`src/rtl/fetch_pkg.sv`:
```
// Shared types and constants for the instruction-fetch stage.
package fetch_pkg;

    typedef enum logic [1:0] {
        FETCH    = 2'd0,
        BUFFERED = 2'd1,
        DRAIN    = 2'd2
    } fetch_state_e;

    localparam logic [31:0] NOP_INST = 32'h0000_0000;
    localparam int unsigned PC_INC   = 4;

endpackage

```
`src/rtl/if_id_reg.sv`:
```
// IF/ID pipeline register: sync reset, flush-to-bubble, then write-enable.
module if_id_reg
    import fetch_pkg::*;
#(
    parameter int unsigned ADDR_W = 32,
    parameter int unsigned INST_W = 32
) (
    input  logic              clk_i,
    input  logic              rst_i,
    input  logic              we_i,
    input  logic              flush_i,
    input  logic [ADDR_W-1:0] pc_d_i,
    input  logic [INST_W-1:0] inst_d_i,
    input  logic              valid_d_i,
    output logic [ADDR_W-1:0] pc_q_o,
    output logic [INST_W-1:0] inst_q_o,
    output logic              valid_q_o
);

    always_ff @(posedge clk_i) begin
        if (rst_i || flush_i) begin
            pc_q_o    <= '0;
            inst_q_o  <= INST_W'(NOP_INST);
            valid_q_o <= 1'b0;
        end else if (we_i) begin
            pc_q_o    <= pc_d_i;
            inst_q_o  <= inst_d_i;
            valid_q_o <= valid_d_i;
        end
    end

endmodule

```
`src/rtl/fetch_stage.sv`:
```
// Instruction-fetch stage with IF/ID register. Optional bubble counter: FETCH_PERF_CNT_EN.
module fetch_stage
    import fetch_pkg::*;
#(
    parameter int unsigned       ADDR_W   = 32,
    parameter int unsigned       INST_W   = 32,
    parameter logic [ADDR_W-1:0] RESET_PC = '0
) (
    input  logic              clk_i,
    input  logic              rst_i,
    input  logic              PC_Write_i,
    input  logic              IF_ID_Write_i,
    input  logic              IF_Flush_i,
    input  logic [ADDR_W-1:0] Branch_Target_i,
    output logic              imem_req_o,
    output logic [ADDR_W-1:0] imem_addr_o,
    input  logic              imem_ready_i,
    input  logic [INST_W-1:0] imem_data_i,
    output logic [ADDR_W-1:0] IF_ID_PC_o,
    output logic [INST_W-1:0] IF_ID_Inst_o,
    output logic              IF_ID_Valid_o,
    output logic [31:0]       Bubble_Count_o
);

    fetch_state_e      state_q, state_d;
    logic [ADDR_W-1:0] pc_q, pc_d;
    logic [ADDR_W-1:0] tgt_q, tgt_d;
    logic [INST_W-1:0] buf_q, buf_d;

    logic              adv;
    logic              flush;
    logic              ifid_we;
    logic              ifid_flush;
    logic [INST_W-1:0] ifid_inst_d;
    logic              ifid_valid_d;
    logic [ADDR_W-1:0] pc_inc;

    assign adv    = PC_Write_i && IF_ID_Write_i;
    // A stalled IF/ID means the branch in ID is re-resolved next cycle, so stall wins.
    assign flush  = IF_Flush_i && IF_ID_Write_i;
    assign pc_inc = pc_q + ADDR_W'(PC_INC);

    assign imem_req_o  = !rst_i && (state_q != BUFFERED);
    assign imem_addr_o = pc_q;

    always_ff @(posedge clk_i) begin
        if (rst_i) begin
            state_q <= FETCH;
            pc_q    <= RESET_PC;
            tgt_q   <= '0;
            buf_q   <= INST_W'(NOP_INST);
        end else begin
            state_q <= state_d;
            pc_q    <= pc_d;
            tgt_q   <= tgt_d;
            buf_q   <= buf_d;
        end
    end

    always_comb begin
        state_d      = state_q;
        pc_d         = pc_q;
        tgt_d        = tgt_q;
        buf_d        = buf_q;
        ifid_we      = 1'b0;
        ifid_flush   = 1'b0;
        ifid_inst_d  = INST_W'(NOP_INST);
        ifid_valid_d = 1'b0;

        case (state_q)
            FETCH: begin
                if (flush) begin
                    ifid_flush = 1'b1;
                    buf_d      = INST_W'(NOP_INST);
                    if (imem_ready_i) begin
                        pc_d = Branch_Target_i;
                    end else begin
                        // Request is outstanding: the address must stay put until it completes.
                        tgt_d   = Branch_Target_i;
                        state_d = DRAIN;
                    end
                end else if (imem_ready_i) begin
                    if (adv) begin
                        ifid_we      = 1'b1;
                        ifid_inst_d  = imem_data_i;
                        ifid_valid_d = 1'b1;
                        pc_d         = pc_inc;
                    end else begin
                        buf_d   = imem_data_i;
                        state_d = BUFFERED;
                    end
                end else if (adv) begin
                    ifid_we = 1'b1;
                end
            end

            BUFFERED: begin
                if (flush) begin
                    ifid_flush = 1'b1;
                    buf_d      = INST_W'(NOP_INST);
                    pc_d       = Branch_Target_i;
                    state_d    = FETCH;
                end else if (adv) begin
                    ifid_we      = 1'b1;
                    ifid_inst_d  = buf_q;
                    ifid_valid_d = 1'b1;
                    pc_d         = pc_inc;
                    buf_d        = INST_W'(NOP_INST);
                    state_d      = FETCH;
                end
            end

            DRAIN: begin
                if (flush) begin
                    ifid_flush = 1'b1;
                    if (imem_ready_i) begin
                        pc_d    = Branch_Target_i;
                        state_d = FETCH;
                    end else begin
                        tgt_d = Branch_Target_i;
                    end
                end else begin
                    ifid_we = adv;
                    if (imem_ready_i) begin
                        pc_d    = tgt_q;
                        state_d = FETCH;
                    end
                end
            end

            default: state_d = FETCH;
        endcase
    end

    if_id_reg #(
        .ADDR_W (ADDR_W),
        .INST_W (INST_W)
    ) u_if_id_reg (
        .clk_i     (clk_i),
        .rst_i     (rst_i),
        .we_i      (ifid_we),
        .flush_i   (ifid_flush),
        .pc_d_i    (pc_q),
        .inst_d_i  (ifid_inst_d),
        .valid_d_i (ifid_valid_d),
        .pc_q_o    (IF_ID_PC_o),
        .inst_q_o  (IF_ID_Inst_o),
        .valid_q_o (IF_ID_Valid_o)
    );

`ifdef FETCH_PERF_CNT_EN
    logic        bubble_evt;
    logic [31:0] bubble_cnt_q;

    // Bubbles from a pending fetch; flush bubbles are not counted.
    assign bubble_evt = adv && !flush &&
                        ((state_q == FETCH && !imem_ready_i) || state_q == DRAIN);

    always_ff @(posedge clk_i) begin
        if (rst_i) begin
            bubble_cnt_q <= '0;
        end else if (bubble_evt) begin
            bubble_cnt_q <= bubble_cnt_q + 32'd1;
        end
    end

    assign Bubble_Count_o = bubble_cnt_q;
`else
    assign Bubble_Count_o = '0;
`endif

endmodule
```
`config.mk`:
```
export PLATFORM = sky130hd
export DESIGN_NAME = fetch_stage
export DESIGN_NICKNAME = d
export VERILOG_FILES = /design/src/rtl/fetch_pkg.sv /design/src/rtl/if_id_reg.sv /design/src/rtl/fetch_stage.sv
export SDC_FILE = /design/constraint.sdc
export NUM_CORES = 1
export LEC_CHECK = 0
export CAP_MARGIN = 20
export CORE_MARGIN = 2
export CORE_UTILIZATION = 50
export DETAILED_ROUTE_END_ITERATION = 7
export PLACE_DENSITY = 0.78
export RECOVER_POWER = 100
export SYNTH_ARGS = -nofsm -noshare
export SYNTH_HDL_FRONTEND = slang
export SYNTH_SLANG_ARGS = --single-unit
```
`constraint.sdc`:
```
create_clock -name clk_i -period 3 [get_ports clk_i]
set_clock_uncertainty 0.15 [all_clocks]
set_input_delay 0.45 -clock clk_i [delete_from_list [all_inputs] [get_ports clk_i]]
set_output_delay 0.45 -clock clk_i [all_outputs]
set_load 0.005 [all_outputs]
```
==> results.md, run 1 <==
* Fraction of the yosys area taken by sequential cells at a little under two fifths
* Layout cells sized above 1 at around 7.8%
* Static power due to leakage at 4.17 nW
* Total Negative Setup Slacks at 0 ns
* Critical path fanouts, max at 14
* Synth Area in Compound Gates at 28.1%
* Crit path capture type: output pin
* DR WL/cell at approximately 19 µm
* Synthesized flop and latch total at approximately 160
* Required time at the worst-slack endpoint at roughly 2.4 ns
* Number of instances in the synthesized netlist at ~1200
* Overall via count from detail_route at 9500
* Max cap viols at 0
* Wire length of the first global-routing pass at ~45000 µm
* Total wire length after detailed routing at ~29000 µm
* Synthesized-area fraction occupied by xor and xnor cells at less than 1%
* Transition time at the pin with the least slew margin at between 1 and 1.5 ns
* Max clock buf depth at 2
* Final period utilization at between 90% and 100%
* WS Path Type: register to output pin
* Initial Utilization at about half
* Multiplexer share of the synthesized area at slightly above 4%
* CP Buf/Inv Count at 2
* Number of routed nets with antenna violations at 0
* Worst-path clk slew at 0.07 ns
* Number of top-level pins at 200
* Clock tree root buffer cell: sky130_fd_sc_hd__clkbuf_16
* Worst-case headroom to the max-slew limit at between 10% and 20%
* Count of unique library cells instantiated by Yosys at between 70 and 80
* Fmax at about 370 MHz
* Crit path DAT at around 2.1 ns
* Power per Cell Area at 539 mW/mm²
* Shortest clock period the worst path allows after layout at around 2.7 ns
* Maximum level of the CTS H-tree at 4
* GRT Util Overall at roughly 30%
* Placed standard-cell area at between 0.01 and 0.015 mm²
* Insertion delay to the later sink of the worst-skew pair at roughly 0.44 ns
* Post-detailed-route DRC marker count at 0
* Mean instance size in the synthesized netlist at roughly 7.6 µm²
* Half-perimeter wire length after detailed placement at 19800 µm
* Run status: complete, no violations
* Core outline area at about 0.017 mm²
* Number of setup violations in the final report at 0
* Final count of hold timing violations at 0
* Cells along the critical path: inv_1 > ha_1 > nor2_1 > dlygate4sd3_1
* Dominant combinational cell family by area after synthesis: compound AO/OA/AOI/OAI gates
* Class of the tightest hold or removal check: register to register
* # rows at between 40 and 50
* Number of nets in the finished design at about 1400
* Total setup buffers inserted after CTS at 0
* Setup repair after global routing missed its margin: no
* Die Area at between 0.015 and 0.02 mm²
* Layout Cell Area excl Fill at 0.0113 mm²
* Predominant post-synthesis flop cell: sky130_fd_sc_hd__dfxtp_1
* TritonCTS Buffers at 17
* Die width at roughly 140 µm
* Via count of the first global-routing pass at about 8600
* Final count of pins violating max slew at 0
* Routability Congestion at 0.944
* Congestion Overflow GR at 0
* Number of antenna violations at the first check in global routing at 3
* Area growth from synthesis to layout at 27.3%
* DR pass1 iterations at 5
* Filler cells at roughly 1500
* Setup WS pre-CTS at around 0.075 ns
* Simple-gate share of the synthesized area at roughly 22%
* Slowest stage cell on the critical path: sky130_fd_sc_hd__dlygate4sd3_1
* Count of cells resized by post-cts repair at 0
* YS warnings at 0
* Post-synthesis async set-or-reset flop share at 0%
* Family of cells with the greatest summed delay on the critical path: buffers and inverters
* Number of sinks driven by the clock tree at 163
* Final standard cell utilization of the core at 65.2%
* Arithmetic-cell share of the synthesized area counting full adders, half adders and majority gates at less than 1%
* Post-synth EDFFs at 0
* Min setup slack post-route at slightly below 0.3 ns
* Critical Path Max Stage Delay at 0.64 ns
* Worst IR Drop VDD at approximately 0.00049 V
* Detailed router's first-iteration violation count at between 1000 and 1500
* Clock tree from TritonCTS: yes
* Die extent in y at about 140 µm
* Post-CTS Hold Buffers at 0
* Post-DR vias/cell at 6.16
* Post-layout total power at ~6.1 mW
* Startpoint type of the worst setup path: register
* Post-Syn Area at slightly below 0.009 mm²
* Largest net degree at the start of global routing at between 50 and 60
* Port bufs at 167
-- routing by layer --
metal,part of all wire (%),GRT usage (%),wire length [µm]
met1,41,40.3,11900
met2,45,46.0,12900
met3,11,8.87,3310
met4,2.5,10.9,727
met5,0.038,0,11
-- cells in the mapped netlist, types with 4 or more instances --
library cell                instances  area (µm²)
sky130_fd_sc_hd__mux2_2             7        78.8
sky130_fd_sc_hd__a22oi_1           47         353
sky130_fd_sc_hd__clkbuf_1          70         263
sky130_fd_sc_hd__a31oi_1            7        43.8
sky130_fd_sc_hd__inv_1             15        56.3
sky130_fd_sc_hd__ha_1               5        62.6
sky130_fd_sc_hd__o31ai_1            5        37.5
sky130_fd_sc_hd__or4_1              4        30.0
sky130_fd_sc_hd__o31a_1             5        43.8
sky130_fd_sc_hd__a32oi_1            4        35.0
sky130_fd_sc_hd__a22o_1             6        52.6
sky130_fd_sc_hd__and3_1             8        50.1
sky130_fd_sc_hd__nor3b_1            4        30.0
sky130_fd_sc_hd__nand4_1           13        81.3
sky130_fd_sc_hd__nor4_1            10        62.6
sky130_fd_sc_hd__and4_1            11        96.3
sky130_fd_sc_hd__o21ai_0           49         245
sky130_fd_sc_hd__o22ai_1            8        50.1
sky130_fd_sc_hd__buf_2             21         105
sky130_fd_sc_hd__buf_1             11        41.3
sky130_fd_sc_hd__nor2_1            64         240
sky130_fd_sc_hd__dfxtp_1          163        3260
sky130_fd_sc_hd__nor3_1            13        65.1
sky130_fd_sc_hd__nand2_1          212         796
sky130_fd_sc_hd__o221ai_1           5        43.8
sky130_fd_sc_hd__o211ai_1           7        52.6
sky130_fd_sc_hd__a2bb2oi_1         35         307
sky130_fd_sc_hd__a21oi_1          151         756
sky130_fd_sc_hd__nand3_1           43         215
sky130_fd_sc_hd__a211oi_1           9        67.6
sky130_fd_sc_hd__mux2i_1           29         290
sky130_fd_sc_hd__buf_4             33         248
sky130_fd_sc_hd__or3_1             11        68.8
sky130_fd_sc_hd__and2_1            13        81.3
-- report_power, final --
group	switching (mW)	internal [mW]	leakage (nW)
Sequential	0.157	2.30	1.32
Clock	1.04	1.11	0.285
Combinational	0.869	0.610	2.57
-- cells by family after synthesis --
| family | after synthesis |
|---|---|
| other | 1 |
| muxes | 36 |
| buffers and inverters | 153 |
| DFF | 163 |
| adders and majority gates | 5 |
| and+or+nand+nor | 420 |
| xor gates and xnor gates | 3 |
| AOI/OAI and AO/OA | 385 |
-- worst reg2reg max path, cell delays in order (launching register included) --
cell                       delay [ns]
sky130_fd_sc_hd__dfxtp_1         0.33
sky130_fd_sc_hd__inv_1           0.10
sky130_fd_sc_hd__ha_1            0.51
sky130_fd_sc_hd__clkbuf_1        0.42
sky130_fd_sc_hd__nor2_1          0.09
sky130_fd_sc_hd__a31o_2          0.23
sky130_fd_sc_hd__or3_1           0.33
sky130_fd_sc_hd__clkbuf_2        0.23
sky130_fd_sc_hd__nand2_1         0.13
sky130_fd_sc_hd__a21oi_1         0.06
-- cell type report --
cell class / count / area [µm²] / area share (%)
timing repair buffer: 224 / 2080 / 18.4
sequential: 163 / 3260 / 28.9
inverter: 15 / 56.3 / 0.498
tap: 225 / 282 / 2.49
clock buffer: 17 / 425 / 3.76
antenna: 2 / 5.00 / 0.0443
multi-input combinational: 881 / 5040 / 44.6
clock inverter: 15 / 159 / 1.41
-- layout by cell type, fill, tap and decap left out, types with 15 or more instances in the layout --
| cell | netlist | layout |
|---|---|---|
| sky130_fd_sc_hd__a21oi_1 | 151 | 151 |
| sky130_fd_sc_hd__a22oi_1 | 47 | 47 |
| sky130_fd_sc_hd__a2bb2oi_1 | 35 | 35 |
| sky130_fd_sc_hd__buf_4 | 33 | 30 |
| sky130_fd_sc_hd__clkbuf_1 | 70 | 15 |
| sky130_fd_sc_hd__clkbuf_16 | 0 | 17 |
| sky130_fd_sc_hd__clkdlybuf4s50_1 | 0 | 76 |
| sky130_fd_sc_hd__conb_1 | 1 | 32 |
| sky130_fd_sc_hd__dfxtp_1 | 163 | 163 |
| sky130_fd_sc_hd__dlygate4sd3_1 | 0 | 89 |
| sky130_fd_sc_hd__inv_1 | 15 | 15 |
| sky130_fd_sc_hd__mux2i_1 | 29 | 29 |
| sky130_fd_sc_hd__nand2_1 | 212 | 211 |
| sky130_fd_sc_hd__nand3_1 | 43 | 44 |
| sky130_fd_sc_hd__nor2_1 | 64 | 62 |
| sky130_fd_sc_hd__o21ai_0 | 49 | 49 |
-- state kept, by name (all words and copies together) (netlist names) --
register	count
buf_q	32
tgt_q	32
u_if_id_reg.inst_q_o	32
u_if_id_reg.valid_q_o	1
imem_addr_o	32
u_if_id_reg.pc_q_o	32
state_q	2
-- worst paths after layout --
check / cells past startpoint / from / to / slack [ns]
worst max-delay path: 4 / state_q[1]$_SDFFE_PP0P_ / imem_req_o / 0.29
worst min-delay path: 2 / u_if_id_reg.pc_q_o[15]$_SDFFE_PP0P_ / u_if_id_reg.pc_q_o[15]$_SDFFE_PP0P_ / 0.30
worst min register to register: 2 / u_if_id_reg.pc_q_o[15]$_SDFFE_PP0P_ / u_if_id_reg.pc_q_o[15]$_SDFFE_PP0P_ / 0.30
worst max register to register: 9 / state_q[1]$_SDFFE_PP0P_ / buf_q[21]$_SDFFE_PP0P_ / 0.29
-- per-stage QoR --
stage                     hold WS, ns  cells
after global routing            0.319   1541
after global placement          0.288   1508
after floorplan                 0.282   1197
after detailed placement        0.295   1508
after CTS                       0.304   1540
final                           0.301   1542
(Power assumes the default switching activity.)
==> run 2: changes to the inputs <==
--- a/config.mk
+++ b/config.mk
@@ -11,6 +11,7 @@
 export DETAILED_ROUTE_END_ITERATION = 7
 export PLACE_DENSITY = 0.78
 export RECOVER_POWER = 100
+export SKIP_CTS_REPAIR_TIMING = 1
 export SYNTH_ARGS = -nofsm -noshare
 export SYNTH_HDL_FRONTEND = slang
 export SYNTH_SLANG_ARGS = --single-unit
==> results of run 2 <==
No change in the layout: final DEF, timing and power equal those of run 1.
==> run 3: changes to the inputs <==
--- a/config.mk
+++ b/config.mk
@@ -5,11 +5,12 @@
 export SDC_FILE = /design/constraint.sdc
 export NUM_CORES = 1
 export LEC_CHECK = 0
+export ABC_AREA = 0
 export CAP_MARGIN = 20
 export CORE_MARGIN = 2
-export CORE_UTILIZATION = 50
+export CORE_UTILIZATION = 51
 export DETAILED_ROUTE_END_ITERATION = 7
-export PLACE_DENSITY = 0.78
+export PLACE_DENSITY = 0.8
 export RECOVER_POWER = 100
 export SKIP_CTS_REPAIR_TIMING = 1
 export SYNTH_ARGS = -nofsm -noshare
==> results.md, run 3 (synthesized netlist as in run 1, its figures left out) <==
* Run status: complete, no violations
* Worst IR Drop VDD at roughly 0.00043 V
* Initial Utilization at about half
* Detailed router's first-iteration violation count at a little over 1000
* Most common library cell in the layout ignoring fill and taps: sky130_fd_sc_hd__nand2_1
* Overall via count from detail_route at between 9000 and 10000
* Largest net degree at the start of global routing at 87
* Power per Cell Area at around 550 mW/mm²
* DR WL/cell at 19.3 µm
* Class of the tightest hold or removal check: register to register
* Transition time at the pin with the least slew margin at 0.856 ns
* TritonCTS Buffers at 17
* Final count of pins violating max slew at 0
* Shortest clock period the worst path allows after layout at between 2 and 3 ns
* # rows at 48
* Die width at around 140 µm
* DR pass1 iterations at 6
* Most used cells in the layout excluding fill and tap cells: sky130_fd_sc_hd__nand2_1, sky130_fd_sc_hd__dfxtp_1, sky130_fd_sc_hd__a21oi_1
* WS Path Type: register to output pin
* Post-detailed-route DRC marker count at 0
* Critical Path Max Stage Delay at around 0.64 ns
* Routability Congestion at roughly 0.95
* Area growth from synthesis to layout at 28.2%
* Number of top-level pins at 200
* Die extent in y at approximately 140 µm
* Startpoint type of the worst setup path: register
* Clock tree root buffer cell: sky130_fd_sc_hd__clkbuf_16
* Fmax at between 300 and 400 MHz
* Final count of hold timing violations at 0
* Number of cells after detailed placement at between 1500 and 2000
* Worst-path clk slew at 0.07 ns
* Crit path capture type: output pin
* Port bufs at around 170
* Number of nets in the finished design at 1383
* Number of setup violations in the final report at 0
* Final period utilization at between 90% and 100%
* Total Negative Setup Slacks at 0 ns
* Half-perimeter wire length after detailed placement at approximately 20000 µm
* Critical path fanouts, max at 17
* GRT Util Overall at 32.2%
* Maximum level of the CTS H-tree at 4
* Via count of the first global-routing pass at around 9000
* Worst-case headroom to the max-slew limit at between 40% and 50%
* Post-DR vias/cell at about 6.2
* Die Area at around 0.018 mm²
* Number of routed nets with antenna violations at 0
* Max clock buf depth at 2
* Max cap viols at 0
* Clock tree from TritonCTS: yes
* Antenna diode count at 0
* Crit path DAT at roughly 2.2 ns
* Cells along the critical path: inv_1 > ha_1 > nor2_1 > dlygate4sd3_1
* Required time at the worst-slack endpoint at 2.40 ns
* Total wire length after detailed routing at 29900 µm
* Slowest stage cell on the critical path: sky130_fd_sc_hd__dlygate4sd3_1
* Static power due to leakage at between 4 and 5 nW
* Core outline area at 0.0172 mm²
* Congestion Overflow GR at 0
* Wire length of the first global-routing pass at 47000 µm
* Number of sinks driven by the clock tree at approximately 160
* Setup repair after global routing missed its margin: no
* Layout cells sized above 1 at under 10%
* Insertion delay to the later sink of the worst-skew pair at roughly 0.44 ns
* Number of antenna violations at the first check in global routing at 0
* Final hold slack at around 0.3 ns
* Filler cells at approximately 1500
* Final non-filler cell total at about 1500
## run 3: worst paths after layout
| path | startpoint | end | slack (ns) | cells after the start |
|---|---|---|---|---|
| worst max-delay path | state_q[1]$_SDFFE_PP0P_ | imem_req_o | 0.19 | 4 |
| worst min-delay path | tgt_q[30]$_SDFFE_PP0P_ | tgt_q[30]$_SDFFE_PP0P_ | 0.30 | 2 |
| worst max register to register | state_q[1]$_SDFFE_PP0P_ | imem_addr_o[12]$_SDFFE_PP0P_ | 0.32 | 8 |
| worst min register to register | tgt_q[30]$_SDFFE_PP0P_ | tgt_q[30]$_SDFFE_PP0P_ | 0.30 | 2 |
## run 3: where the power goes
| group | internal, mW | total [mW] | switching (mW) | leakage, nW |
|---|---|---|---|---|
| logic | 0.614 | 1.50 | 0.886 | 2.60 |
| registers | 2.30 | 2.46 | 0.161 | 1.32 |
| clock network | 1.27 | 2.29 | 1.02 | 0.296 |
| total | 4.18 | 6.25 | 2.06 | 4.22 |
## run 3: cell type report
type | count | area, µm² | share of cell area [%]
Multi-Input combinational cell | 881 | 5030 | 44.2
Sequential cell | 163 | 3260 | 28.7
Inverter | 15 | 56.3 | 0.495
Tap cell | 225 | 282 | 2.47
Clock buffer | 17 | 425 | 3.74
Timing Repair Buffer | 230 | 2140 | 18.8
Clock inverter | 15 | 189 | 1.66
## run 3: per-layer routing
layer  share of wire [%]  global-route usage, %
met1                  40                   43.7
met2                  45                   49.1
met3                  12                   9.06
met4                 3.0                   11.2
met5                   0                      0
## run 3: critical path: cells and delay by family (launching register included)
family	cells	cell delay (ns)
buf+inv	2	0.74
flops	1	0.32
fa+ha+maj	1	0.59
simple gates	1	0.13
## run 3: per-stage QoR
step	setup WS, ns	instance area [µm²]	total power, mW	utilization, %
after floorplan	0.750	9000	3.38	-
after global placement	0.204	10900	3.98	63.2
after detailed placement	0.120	10900	4.00	63.2
after CTS	0.312	11500	6.27	66.8
after global routing	0.116	11400	6.49	66.3
final	0.190	11400	6.25	66.3
